### src/rtl/sprite_plotter.sv
// Sprite drawing engine: walks a SPR_W x SPR_H sprite ROM and emits one
// clipped, colour-keyed pixel per clock to the VGA adapter.
module sprite_plotter #(
  parameter int SPR_W       = 20,
  parameter int SPR_H       = 20,
  parameter int ADDR_W      = 10,
  parameter int X_W         = 9,
  parameter int Y_W         = 8,
  parameter int COL_W       = 3,
  parameter int ROM_LAT     = 1,
  parameter int TRANSPARENT = 0,
  parameter int SCREEN_W    = 320,
  parameter int SCREEN_H    = 240
) (
  input  logic              clk,
  input  logic              reset,
  input  logic              start,
  input  logic              erase,
  input  logic [X_W-1:0]    x_origin,
  input  logic [Y_W-1:0]    y_origin,
  input  logic [COL_W-1:0]  bg_colour,
  output logic [ADDR_W-1:0] rom_addr,
  input  logic [COL_W-1:0]  rom_q,
  output logic              busy,
  output logic              done,
  output logic [X_W-1:0]    x,
  output logic [Y_W-1:0]    y,
  output logic [COL_W-1:0]  colour,
  output logic              plot
);

  localparam int SX_W = (SPR_W > 1) ? $clog2(SPR_W) : 1;
  localparam int SY_W = (SPR_H > 1) ? $clog2(SPR_H) : 1;
  localparam int DC_W = $clog2(ROM_LAT + 2);

  localparam logic [ADDR_W-1:0] LAST_ADDR = ADDR_W'(SPR_W * SPR_H - 1);
  localparam logic [SX_W-1:0]   LAST_SX   = SX_W'(SPR_W - 1);
  localparam logic [DC_W-1:0]   LAST_DC   = DC_W'(ROM_LAT);
  localparam logic [X_W:0]      SCR_W     = (X_W + 1)'(SCREEN_W);
  localparam logic [Y_W:0]      SCR_H     = (Y_W + 1)'(SCREEN_H);
  localparam logic [COL_W-1:0]  KEY       = COL_W'(TRANSPARENT);

  typedef enum logic [1:0] {
    S_IDLE,
    S_FETCH,
    S_DRAIN,
    S_DONE
  } state_t;

  state_t             state;
  logic [X_W-1:0]     x_org;
  logic [Y_W-1:0]     y_org;
  logic               ers;
  logic [COL_W-1:0]   bg;
  logic [ADDR_W-1:0]  addr;
  logic [SX_W-1:0]    sx;
  logic [SY_W-1:0]    sy;
  logic [DC_W-1:0]    dcnt;

  logic               p_v  [ROM_LAT];
  logic [SX_W-1:0]    p_sx [ROM_LAT];
  logic [SY_W-1:0]    p_sy [ROM_LAT];

  logic [X_W:0]       x_sum;
  logic [Y_W:0]       y_sum;

  assign rom_addr = (state == S_FETCH) ? addr : '0;

  always_ff @(posedge clk) begin
    if (reset) begin
      state <= S_IDLE;
      busy  <= 1'b0;
      done  <= 1'b0;
      x_org <= '0;
      y_org <= '0;
      ers   <= 1'b0;
      bg    <= '0;
      addr  <= '0;
      sx    <= '0;
      sy    <= '0;
      dcnt  <= '0;
    end else begin
      done <= 1'b0;
      unique case (state)
        S_IDLE: begin
          if (start) begin
            x_org <= x_origin;
            y_org <= y_origin;
            ers   <= erase;
            bg    <= bg_colour;
            addr  <= '0;
            sx    <= '0;
            sy    <= '0;
            busy  <= 1'b1;
            state <= S_FETCH;
          end
        end
        S_FETCH: begin
          addr <= addr + 1'b1;
          if (sx == LAST_SX) begin
            sx <= '0;
            sy <= sy + 1'b1;
          end else begin
            sx <= sx + 1'b1;
          end
          if (addr == LAST_ADDR) begin
            dcnt  <= '0;
            state <= S_DRAIN;
          end
        end
        S_DRAIN: begin
          if (dcnt == LAST_DC) begin
            done  <= 1'b1;
            state <= S_DONE;
          end else begin
            dcnt <= dcnt + 1'b1;
          end
        end
        S_DONE: begin
          busy  <= 1'b0;
          state <= S_IDLE;
        end
        default: state <= S_IDLE;
      endcase
    end
  end

  // Coordinates travel alongside the ROM read so they meet rom_q at the head.
  always_ff @(posedge clk) begin
    if (reset) begin
      for (int i = 0; i < ROM_LAT; i++) begin
        p_v[i]  <= 1'b0;
        p_sx[i] <= '0;
        p_sy[i] <= '0;
      end
    end else begin
      p_v[0]  <= (state == S_FETCH);
      p_sx[0] <= sx;
      p_sy[0] <= sy;
      for (int i = 1; i < ROM_LAT; i++) begin
        p_v[i]  <= p_v[i-1];
        p_sx[i] <= p_sx[i-1];
        p_sy[i] <= p_sy[i-1];
      end
    end
  end

  assign x_sum = {1'b0, x_org} + (X_W + 1)'(p_sx[ROM_LAT-1]);
  assign y_sum = {1'b0, y_org} + (Y_W + 1)'(p_sy[ROM_LAT-1]);

  always_ff @(posedge clk) begin
    if (reset) begin
      x      <= '0;
      y      <= '0;
      colour <= '0;
      plot   <= 1'b0;
    end else begin
      x      <= x_sum[X_W-1:0];
      y      <= y_sum[Y_W-1:0];
      colour <= ers ? bg : rom_q;
      plot   <= p_v[ROM_LAT-1] & (ers | (rom_q != KEY))
              & (x_sum < SCR_W) & (y_sum < SCR_H);
    end
  end

endmodule

### config.mk
export PLATFORM = sky130hd
export DESIGN_NAME = sprite_plotter
export DESIGN_NICKNAME = d
export VERILOG_FILES = /design/src/rtl/sprite_plotter.sv
export SDC_FILE = /design/constraint.sdc
export NUM_CORES = 1
export LEC_CHECK = 0
export ABC_AREA = 1
export BUFFER_PORTS_ARGS = -buffer_cell sky130_fd_sc_hd__buf_2
export CELL_PAD_IN_SITES_DETAIL_PLACEMENT = 1
export CELL_PAD_IN_SITES_GLOBAL_PLACEMENT = 1
export CORE_MARGIN = 2
export CORE_UTILIZATION = 40
export DETAILED_ROUTE_END_ITERATION = 8
export PLACE_DENSITY_LB_ADDON = 0.1
export SYNTH_ARGS = -nofsm -noshare
export SYNTH_HDL_FRONTEND = slang
export SYNTH_SLANG_ARGS = --single-unit
### constraint.sdc
create_clock -name clk -period 2.1 [get_ports clk]
set_input_delay 0.105 -clock clk [delete_from_list [all_inputs] [get_ports clk]]
set_output_delay 0.105 -clock clk [all_outputs]
set_load 0.02 [all_outputs]
* Word-level counts from Yosys, hierarchy flattened *
Memory sizes are Yosys's and may differ from the RTL's.
Index checks and enable logic that the tools add are counted.

word-level totals
  bits in registers = 68
  bits in latches = 0
  memory bits (writable) = 11
  ROM bits = 0
  output and inout bits = 33
  word-level logic and storage cells = 85
  memories = 3

memories
  name  depth  width  rd ports  clocked after Yosys merged registers in  wr ports  RTL line  source
  p_sx  1      5      1         0                                        1         61        logic [SX_W-1:0] p_sx [ROM_LAT];
  p_sy  1      5      1         0                                        1         62        logic [SY_W-1:0] p_sy [ROM_LAT];
  p_v   1      1      1         0                                        1         60        logic p_v [ROM_LAT];

cells by class
  add/sub/neg operators = 6
  multipliers = 0
  divide/modulo/power cells = 0
  magnitude comparators = 2
  eq/ne operators = 11
  shift operators = 0
  mux-type cells = 28
  bitwise gates (word level) = 5
  reduce and logical (&&, ||, !) cells = 15

operator list
  operator                                                                        count
  5-bit two-way mux                                                               5
  10-bit two-way mux                                                              2
  10-bit one-hot mux with 2 select lines                                          1
  5-bit one-hot mux with 2 select lines                                           2
  10-bit by 1-bit adder with 10-bit output (second input constant)                1
  5-bit by 1-bit adder with 5-bit output (second input constant)                  2
  9-bit by 5-bit adder with 10-bit output                                         1
  10-bit by 9-bit equality test with 1-bit output (second input constant)         1
  10-bit by 9-bit less-than comparator with 1-bit output (second input constant)  1
  2-bit two-way mux                                                               5
  5-bit OR reduction                                                              2
  8-bit by 5-bit adder with 9-bit output                                          1
  9-bit by 8-bit less-than comparator with 1-bit output (second input constant)   1
  1-bit two-way mux                                                               9
  3-bit AND reduction                                                             3
  2-bit one-hot mux with 4 select lines                                           1
  2-bit != test (second input constant)                                           3
  2-bit AND reduction                                                             3
  2-bit nonzero test                                                              3
  5-bit equality test (second input constant)                                     1
  2-bit by 1-bit equality test with 1-bit output (second input constant)          2
  2-bit equality test (second input constant)                                     2
  2-bit by 1-bit != test with 1-bit output (second input constant)                2
  2-bit one-hot mux with 2 select lines                                           1
  10 further kinds                                                                12

* Depth between registers and ports, before layout *
Gate-level depths: netlist of run 1.

  word-level depth = 5
  gate-level depth with buffers = 12

* Worst setup path before layout of run 1 *
Ideal clock, no wire load.

  path kind = flip-flop to flip-flop
  from = reg x_org[0]
  to = reg plot
  library setup time = 0.115 ns
  arrival time = 1.477 ns
  data required time = 1.985 ns
  slack = 0.508 ns
  cell stages (with the launch flop) = 12
  path buffers = 0
  period minus slack after synthesis = 1.592 ns
  path through = dfxtp_1 ha_1 inv_1 fa_1 inv_1 nand2_1 nand2_1 nand3_1 nand3_1 nand2_1 a21oi_1 nor2_1

on the way
  cells in the longest elaborated chain, start to end = 4

RTL lines
  element                                                 RTL line  source
  start: declaration                                      51        logic [X_W-1:0] x_org;
  start signal: assignment                                87        x_org <= x_origin;
  9-bit by 5-bit adder with 10-bit output                 148       assign x_sum = {1'b0, x_org} + (X_W + 1)'(p_sx[ROM_LAT-1]);
  10-bit by 9-bit less-than comparator with 1-bit output  162       & (x_sum < SCR_W) & (y_sum < SCR_H);
  1-bit AND (2 in series)                                 162
  end signal: assignment                                  161       plot <= p_v[ROM_LAT-1] & (ers | (rom_q != KEY))
  end: declaration                                        29        output logic plot

No other way between the ends.
A chain may end at the register's enable or synchronous reset.

* Worst setup path after layout of run 1 *
  from = reg state[0]
  to = reg addr[9]

on the way
  cells in the longest elaborated chain, start to end = 3
  elaborated cells on any way between the ends = 6
  classes of those cells = 2 x eq/ne; 1 x mux; 3 x reduce/logical

RTL lines
  element                                                                            RTL line  source
  start: declaration                                                                 50        state_t state;
  start signal: assignment                                                           71        state <= S_IDLE;
  start signal: assignment                                                           95        state <= S_FETCH;
  start signal: assignment                                                           108       state <= S_DRAIN;
  2-bit by 1-bit equality test with 1-bit output or 2-bit zero test (tied branches)  84        unique case (state)
  2-bit nonzero test (no source line) or 2-bit != test (tied branches)               -
  2-bit AND reduction (no source line)                                               -
  end signal: assignment                                                             99        addr <= addr + 1'b1;
  end: declaration                                                                   55        logic [ADDR_W-1:0] addr;

Several ways; a longest one is shown, not always the timed one.

==> impl_metrics.ini, run 1 <==
[critical_path]
crit_fanout = 9
required_ns = 2.34
arrival_ns = 2.14
startpoint_type = flip-flop
critPathKind = flip-flop to flip-flop
r2r_slack_ns = 0.20
cp-end-kind = flip-flop

[pwr]
peakVddDrop_v = 0.0003862
power.density_nw_per_um2 = 1025
p_leak_nw = 2.052

[placed_design]
hpwl_um = 6233
dp.cells = 643
place.gp.congestion = 0.7782
portBuffers = 59

[logic_synthesis]
synth_fp_nets = 529
ys.flop_type = dfxtp_1
synthTopCellsByArea = dfxtp_1, nand2_1, nor2_1, inv_1, ha_1
yosys.area.top_type = dfxtp_1
synthesis.area_um2 = 3508
yosys.area.top_type_share_pct = 45.08
synth_edf_count = 0
netlist_instances = 482
synth_cell_types = 28
synth_seq_cells = 79
ys_warn_count = 0
synthArstFlopShare_pct = 0
syn_avg_cell_area_um2 = 7.279
ys_seq_area_share_pct = 45.08

[timing]
fmaxAchievable_mhz = 527.0
slew-limit-headroom_pct = 70.37
tns_ns = 0
max_slew.worst_pin.slew_ns = 0.4440
setup-violations-final = 0
whs_ns = 0.01138
hold_viol = 0
fin_skew_ns = 0.01236
period_needed_ns = 1.897
period_share_pct = 90.35
rsz0062_at_grt = yes
slew_viol_final = 0

[clocking]
worstSkewPairLatency_ns = 0.35
clkTransAtPathRegs_ns = 0.08
cts_buffers = 9
cts_buffer_depth = 2
h-tree-depth = 3
cts.sinks = 79
tritoncts = yes
ctsRootBufferMaster = clkbuf_8
cts_setup_buffers = 0

[grt]
antenna_found_initial = 0
grtUsageTotal_pct = 18.80
grt_max_degree = 31
grt_overflow = 0
grt_pass1_wl_um = 14690
grt_pass1_vias = 3199

[route]
vias = 3151
drtPass1Iterations = 4
vias_per_cell = 4.789
post_drt_wl_per_cell_um = 12.67
wl_um = 8336
ant_nets = 0
drc = 0
drtIter0Drc = 74

[flow_run]
cap_violations = 0

[cells_and_area]
multiInputGateArea_um2 = 1613
final_cells = 658
regArea_um2 = 1582
fill_cells = 1121
nNetsFinal = 594
syn2layout_area_growth_pct = 18.30
diodes = 0
drive_gt1_share_pct = 15.64

[die]
die_h_um = 97.66
fp.dieW_um = 97.66
num_rows = 34
die_area_um2 = 9537
start_util_pct = 40.83
pin_count = 60
core_area_um2 = 8593

[status]
status = finished clean

[worst_hold_path]
hp-class = primary input to flip-flop
per-stage QoR:
| stage | util (%) | cell area (um2) | setup WS [ns] | total power [mW] |
|---|---|---|---|---|
| after floorplan | - | 3508 | 0.5078 | 2.735 |
| after global placement | 45.85 | 3940 | 0.2780 | 3.065 |
| after detailed placement | 45.85 | 3940 | 0.1938 | 3.108 |
| after CTS | 48.30 | 4150 | 0.1746 | 4.325 |
| after global routing | 48.30 | 4150 | -0.03985 | 4.585 |
| final | 48.30 | 4150 | 0.2026 | 4.256 |
per-layer routing:
metal / global-route usage (%) / share of wire, % / wire length [um] / up-vias
li1: - / - / - / 1659
met1: 24.08 / 47 / 3959 / 1440
met2: 32.15 / 48 / 4030 / 42
met3: 2.878 / 2.7 / 228 / 10
met4: 6.731 / 1.4 / 118 / 0
met5: 0 / 0 / 0 / -
critical path, cell delays in order, from the launching register on:
cell and delay, ns:
dfxtp_1 0.36, inv_1 0.08, ha_1 0.25, o21ai_2 0.35
nand3_1 0.24, nor3_2 0.27, nand3_1 0.11, nand2_1 0.08
nor2_1 0.04
repair_timing:
action / CTS / global route
hold buffers: 1 / 0
gates resized for setup: 0 / 0
endpoints found under the hold margin: 1 / 0
endpoints found under the setup margin: 0 / 1
worst paths after layout:
kind	from	to	cells after the start
max	state[0]	addr[9]	8
max reg2reg	state[0]	addr[9]	8
min reg2reg	sy[4]	p_sy[0][4]	2
min	x_origin[4]	x_org[4]	3
synth_stat cells (all sizes together), types with 3 or more instances:
master and count:
clkbuf 11, inv 70, a21oi 34, nor3 5
ha 18, nand2 93, o21ai 41, nor2 81
nand4 4, xor2 3, dfxtp 79, nand3 28
final cells by class:
class | instances | area share, %
clock buffers | 10 | 3.075
multi-input cells | 320 | 38.86
repair buffers | 67 | 8.622
inverters | 70 | 6.331
clock inverters | 4 | 1.749
well taps | 108 | 3.256
flip-flops and latches | 79 | 38.11
cell usage in the layout (no fill, tap or decap), drive strengths merged:
cell,instances
dfxtp,79
a32o,1
nand2,93
nor3,5
nor3b,1
nand3b,1
nand4,4
xor2,3
and2,1
fa,2
o31ai,2
clkinv,1
a21oi,34
o221ai,1
dlygate4sd3,1
o21ai,41
nor2,81
bufinv,2
a22o,1
clkinvlp,1
inv,70
xnor2,1
a31o,1
buf,66
ha,18
nand3,28
a211oi,1
clkbuf,10
sequential cells by signal (all words and copies together) (netlist names):
signal,flops
addr,10
x,9
done,1
y_org,8
p_v,1
bg,3
p_sy,5
plot,1
sx,5
y,8
colour,3
state,2
x_org,9
p_sx,5
busy,1
dcnt,2
sy,5
ers,1
where the power goes:
group / internal [mW] / switching, mW
Clock: 0.655 / 0.544
Sequential: 1.75 / 0.150
Combinational: 0.392 / 0.766
cell families (layout without fill, tap and decap cells):
| kind of cell | after synthesis | count (layout) | share of synthesized area [%] |
|---|---|---|---|
| simple gates | 214 | 214 | 24.93 |
| buf+inv | 83 | 151 | 8.951 |
| compound gates | 82 | 82 | 12.48 |
| flops | 79 | 79 | 45.08 |
| fa+ha+maj | 20 | 20 | 7.561 |
| xor+xnor | 4 | 4 | 0.9988 |
Power figures use the tool's default switching activity.
==> run 2: changes to the inputs <==
--- a/config.mk
+++ b/config.mk
@@ -6,11 +6,13 @@
 export NUM_CORES = 1
 export LEC_CHECK = 0
 export ABC_AREA = 1
+export ABC_CLOCK_PERIOD_IN_PS = 2100
 export BUFFER_PORTS_ARGS = -buffer_cell sky130_fd_sc_hd__buf_2
+export CAP_MARGIN = 30
 export CELL_PAD_IN_SITES_DETAIL_PLACEMENT = 1
 export CELL_PAD_IN_SITES_GLOBAL_PLACEMENT = 1
 export CORE_MARGIN = 2
-export CORE_UTILIZATION = 40
+export CORE_UTILIZATION = 30
 export DETAILED_ROUTE_END_ITERATION = 8
 export PLACE_DENSITY_LB_ADDON = 0.1
 export SYNTH_ARGS = -nofsm -noshare
==> run 2 against run 1 <==
Effect of this change:
- worst hold slack improved by 0.0011 ns
- sequential power hardly changed
- design area increased by 3.6%
- sequential share of layout area shrank 1.3 points
- die area increased by 32%
- first-iteration DRC count is 43% higher
- final cell count up 5.6%
- setup slack improved by 0.10 ns
- clock skew down 0.0065 ns
- core utilization down 11 points
- combinational power is essentially flat
==> impl_metrics.ini, run 2 (synthesis gave the netlist of run 1 again) <==
[clocking]
worstSkewPairLatency_ns = 0.34
cts.sinks = 79
clkTransAtPathRegs_ns = 0.06
tritoncts = yes
cts_hold_buf = 0
cts_buffers = 9
cts_buffer_depth = 2
cts.repair.resized = 0
ctsRootBufferMaster = clkbuf_16
cts_setup_buffers = 0
h-tree-depth = 3

[die]
core_area_um2 = 11420
start_util_pct = 30.73
die_area_um2 = 12580
pin_count = 60
fp.dieW_um = 112.1
num_rows = 39
die_h_um = 112.1

[placed_design]
dp_slack_ns = 0.2768
place_area_um2 = 3991
portBuffers = 59
place.gp.congestion = 0.7883
hpwl_um = 6566

[cells_and_area]
syn2layout_area_growth_pct = 22.61
final_cell_area_um2 = 4302
regArea_um2 = 1582
diodes = 0
largest_reg_flops = 10
largest_register = addr
largestRegisters = addr (10), x (9), x_org (9)
drive_gt1_share_pct = 16.12
layout_common_cells = nand2_1, nor2_1, dfxtp_1
nNetsFinal = 594
multiInputGateArea_um2 = 1613
fill_cells = 1430
final_common_cell = nand2_1

[grt]
grt_pass1_wl_um = 15170
grt_overflow = 0
grtUsageTotal_pct = 15.15
antenna_found_initial = 0
grt_pass1_vias = 3284
grt_max_degree = 26

[route]
drtPass1Iterations = 4
drtIter0Drc = 106
wl_um = 8823
ant_nets = 0
drc = 0
vias_per_cell = 4.524
vias = 3144
post_drt_wl_per_cell_um = 12.69

[timing]
rsz0062_at_grt = no
setup-violations-final = 0
hold_viol = 0
whs_ns = 0.01252
layout_setup_ws_ns = 0.3025
tns_ns = 0
max_slew.worst_pin.slew_ns = 0.5550
period_needed_ns = 1.797
period_share_pct = 85.59
fin_skew_ns = 0.005849
slew-limit-headroom_pct = 62.96
fmaxAchievable_mhz = 556.3
slew_viol_final = 0

[pwr]
comb_power_share_pct = 24.9
power.density_nw_per_um2 = 1092
pwr-share-seq_pct = 40.5
pwr-share-clk_pct = 34.5
p_int_mw = 3.162
p_leak_nw = 2.110
switching_share_pct = 32.71
p_switching_mw = 1.537
peakVddDrop_v = 0.0004854

[critical_path]
r2r_slack_ns = 0.30
critPathKind = flip-flop to flip-flop
rr_worst_depth = 11
reg2reg_to = plot
crit_fanout = 3
timing.rr.start = x_org[0]
arrival_ns = 2.03
cp-end-kind = flip-flop
required_ns = 2.33
crit_path_start = x_org[0]
startpoint_type = flip-flop
crit_end = plot

[worst_hold_path]
hold_depth = 2
hp-class = primary input to flip-flop

[status]
status = finished clean

[flow_run]
cap_violations = 0
-- run 2: through the flow --
stage | power (mW) | instances | util, %
final | 4.699 | 695 | 37.67
after global routing | 5.051 | 695 | 37.67
after floorplan | 2.735 | 482 | -
after detailed placement | 3.130 | 679 | 34.96
after global placement | 3.104 | 679 | 34.96
after CTS | 4.777 | 695 | 37.67
-- run 2: how the worst min path moves through the flow --
stage	startpoint	slack (ns)	to
4_1_cts	rom_q[2]	0.005	colour[2]
6_report	reset	0.01	dcnt[0]
5_1_grt	rom_q[2]	0.02	colour[2]
2_1_floorplan	rom_q[2]	0.25	colour[2]
3_3_place_gp	x_origin[5]	0.35	x_org[5]
3_5_place_dp	rom_q[2]	0.36	colour[2]
-- run 2: power groups by stage --
stage / logic (mW) / clock network [mW] / registers [mW]
6_report: 1.17 / 1.62 / 1.91
5_1_grt: 1.37 / 1.74 / 1.94
4_1_cts: 1.20 / 1.67 / 1.91
3_5_place_dp: 1.19 / 0 / 1.94
3_3_place_gp: 1.17 / 0 / 1.93
2_1_floorplan: 0.746 / 0 / 1.99
-- run 2: area by class of cell --
type | count | share of cell area, %
multi-input combinational | 320 | 37.49
sequential | 79 | 36.77
timing repair buffer | 67 | 8.261
tap | 143 | 4.159
clock inverter | 3 | 0.9308
clock buffer | 13 | 6.283
inverter | 70 | 6.108
-- run 2: worst max-delay path: stages (launching register included) --
cell,delay (ns)
dfxtp_1,0.33
ha_1,0.21
inv_1,0.08
fa_1,0.40
inv_1,0.07
nand2_1,0.06
nand2_1,0.09
nand3_1,0.10
nand3_1,0.08
nand2_1,0.07
a21oi_1,0.14
nor2_1,0.06
-- run 2: per-layer routing --
metal	global-route usage [%]	vias up	share of wire, %
met3	3.294	9	3.5
li1	-	1660	-
met4	7.561	0	2.0
met1	18.63	1429	48
met5	0	-	0
met2	25.10	46	46
==> run 3: changes to the inputs <==
--- a/config.mk
+++ b/config.mk
@@ -9,10 +9,11 @@
 export ABC_CLOCK_PERIOD_IN_PS = 2100
 export BUFFER_PORTS_ARGS = -buffer_cell sky130_fd_sc_hd__buf_2
 export CAP_MARGIN = 30
-export CELL_PAD_IN_SITES_DETAIL_PLACEMENT = 1
+export CELL_PAD_IN_SITES_DETAIL_PLACEMENT = 0
 export CELL_PAD_IN_SITES_GLOBAL_PLACEMENT = 1
 export CORE_MARGIN = 2
-export CORE_UTILIZATION = 30
+export CORE_UTILIZATION = 40
+export CTS_CLUSTER_SIZE = 14
 export DETAILED_ROUTE_END_ITERATION = 8
 export PLACE_DENSITY_LB_ADDON = 0.1
 export SYNTH_ARGS = -nofsm -noshare
==> run 3 against run 2 <==
Effect of this change:
- maximum frequency decreased by 3.2%
- non-clock buffer count unchanged
- die area fell by 24%
- via count decreased by 3.9%
- final cell count fell by 5.2%
- sequential power is essentially flat
- sequential cell count is the same
- worst hold slack lost 0.0036 ns
==> impl_metrics.ini, run 3 (synthesis gave the netlist of run 1 again) <==
[status]
status = finished clean

[die]
die_h_um = 97.66
num_rows = 34
pin_count = 60
start_util_pct = 40.83
die_area_um2 = 9537
core_area_um2 = 8593
fp.dieW_um = 97.66

[critical_path]
cpPeakStageDelay_ns = 0.36
arrival_ns = 2.10
startpoint_type = flip-flop
cpMaxStageDelayCell = dfxtp_1
path_cells = inv_1 > ha_1 > o21ai_2 > nand3_1 > nor3_2 > nand3_1 > nand2_1 > nor2_1
required_ns = 2.34
cp_common_cell = nand3_1
crit_fanout = 9
critPathKind = flip-flop to flip-flop
cp-end-kind = flip-flop

[cells_and_area]
largestRegisters = addr (10), x (9), x_org (9)
largest_register = addr
final_cell_area_um2 = 4195
fill_cells = 890
syn2layout_area_growth_pct = 19.58
nNetsFinal = 594
drive_gt1_share_pct = 15.79
largest_reg_flops = 10
final_common_cell = nand2_1
diodes = 0
layout_common_cells = nand2_1, nor2_1, dfxtp_1

[placed_design]
place_area_um2 = 3940
hpwl_um = 5580
dp_slack_ns = 0.2377
portBuffers = 59
place.gp.congestion = 0.7782

[route]
drtPass1Iterations = 4
vias = 3021
vias_per_cell = 4.584
drtIter0Drc = 94
drc = 0
wl_um = 7537
post_drt_wl_per_cell_um = 11.44
ant_nets = 0

[clocking]
h-tree-depth = 3
cts_buffers = 9
cts_setup_buffers = 0
clkTransAtPathRegs_ns = 0.08
worstSkewPairLatency_ns = 0.35
cts_buffer_depth = 2
tritoncts = yes
ctsRootBufferMaster = clkbuf_8
cts.sinks = 79

[timing]
whs_ns = 0.008896
setup-violations-final = 0
fin_skew_ns = 0.01066
period_needed_ns = 1.858
slew-limit-headroom_pct = 69.21
tns_ns = 0
slew_viol_final = 0
rsz0062_at_grt = no
fmaxAchievable_mhz = 538.3
period_share_pct = 88.46
hold_viol = 0
max_slew.worst_pin.slew_ns = 0.4613
layout_setup_ws_ns = 0.2424

[worst_hold_path]
hp-class = primary input to flip-flop

[grt]
grt_max_degree = 31
grtUsageTotal_pct = 16.86
met3_usage_pct = 3.669
grt_pass1_wl_um = 13060
grt_overflow = 0
grtUsageMet2_pct = 27.16
use_met1_pct = 21.92
grt-busiest-layer = met2
antenna_found_initial = 0
grt_pass1_vias = 2924

[flow_run]
cap_violations = 0

[pwr]
p_switching_mw = 1.425
finalPower_mw = 4.412
switching_share_pct = 32.29
p_leak_nw = 2.077
peakVddDrop_v = 0.0004323
pwr-share-seq_pct = 43.0
comb_power_share_pct = 25.5
pwr-share-clk_pct = 31.4
power.density_nw_per_um2 = 1052
p_int_mw = 2.987
==> run 3: changes by cell type in the layout (fill, tap and decap cells not counted) <==
cell	before	now
clkbuf_16	9	0
clkbuf_8	3	11
bufinv_16	1	3
clkinv_2	2	0
buf_4	8	7
dlygate4sd3_1	0	1
==> run 3: timing repair <==
item                                    in CTS  in global routing
hold endpoints to repair                     1                  0
endpoints found under the setup margin       0                  0
gates resized for setup                      0                  0
hold buffers                                 1                  0
==> run 3: cell type report <==
cell class / instances / area [um2] / area share (%)
repair buffers: 67 / 357.8 / 8.530
clock buffers: 12 / 155.1 / 3.698
inverters: 70 / 262.8 / 6.263
clock inverters: 3 / 90.09 / 2.147
flip-flops and latches: 79 / 1582 / 37.70
well taps: 108 / 135.1 / 3.221
multi-input cells: 320 / 1613 / 38.44
==> run 3: path summary, 6_finish.rpt <==
path	start	to	slack (ns)	cells after the start
setup / recovery	state[0]	addr[9]	0.24	8
hold / removal	x_origin[4]	x_org[4]	0.009	3
setup reg to reg	state[0]	addr[9]	0.24	8
hold reg to reg	sy[4]	p_sy[0][4]	0.45	2
==> run 3: critical path: cells and delay by family, from the launching register on <==
| kind | cells | cell delay, ns |
|---|---|---|
| fa+ha+maj | 1 | 0.24 |
| buf+inv | 1 | 0.08 |
| simple gates | 5 | 0.72 |
| compound gates | 1 | 0.34 |
| flops | 1 | 0.36 |
==> run 3: power by group through the flow <==
stage               sequential [mW]  combinational (mW)  clock [mW]
floorplan                      1.99               0.746           0
global placement               1.93                1.13           0
detailed placement             1.93                1.14           0
CTS                            1.90                1.15        1.42
global route                   1.93                1.31        1.49
finish                         1.90                1.13        1.39
==> run 3: per-layer routing <==
| metal | routed length (um) | part of all wire, % |
|---|---|---|
| met5 | 0 | 0 |
| met3 | 276 | 3.7 |
| met4 | 154 | 2.0 |
| met1 | 3698 | 49 |
| met2 | 3408 | 45 |
==> run 3: through the flow <==
step	util, %	std cells
floorplan	-	482
global placement	45.85	643
detailed placement	45.85	643
CTS	48.82	659
global route	48.82	659
finish	48.82	659
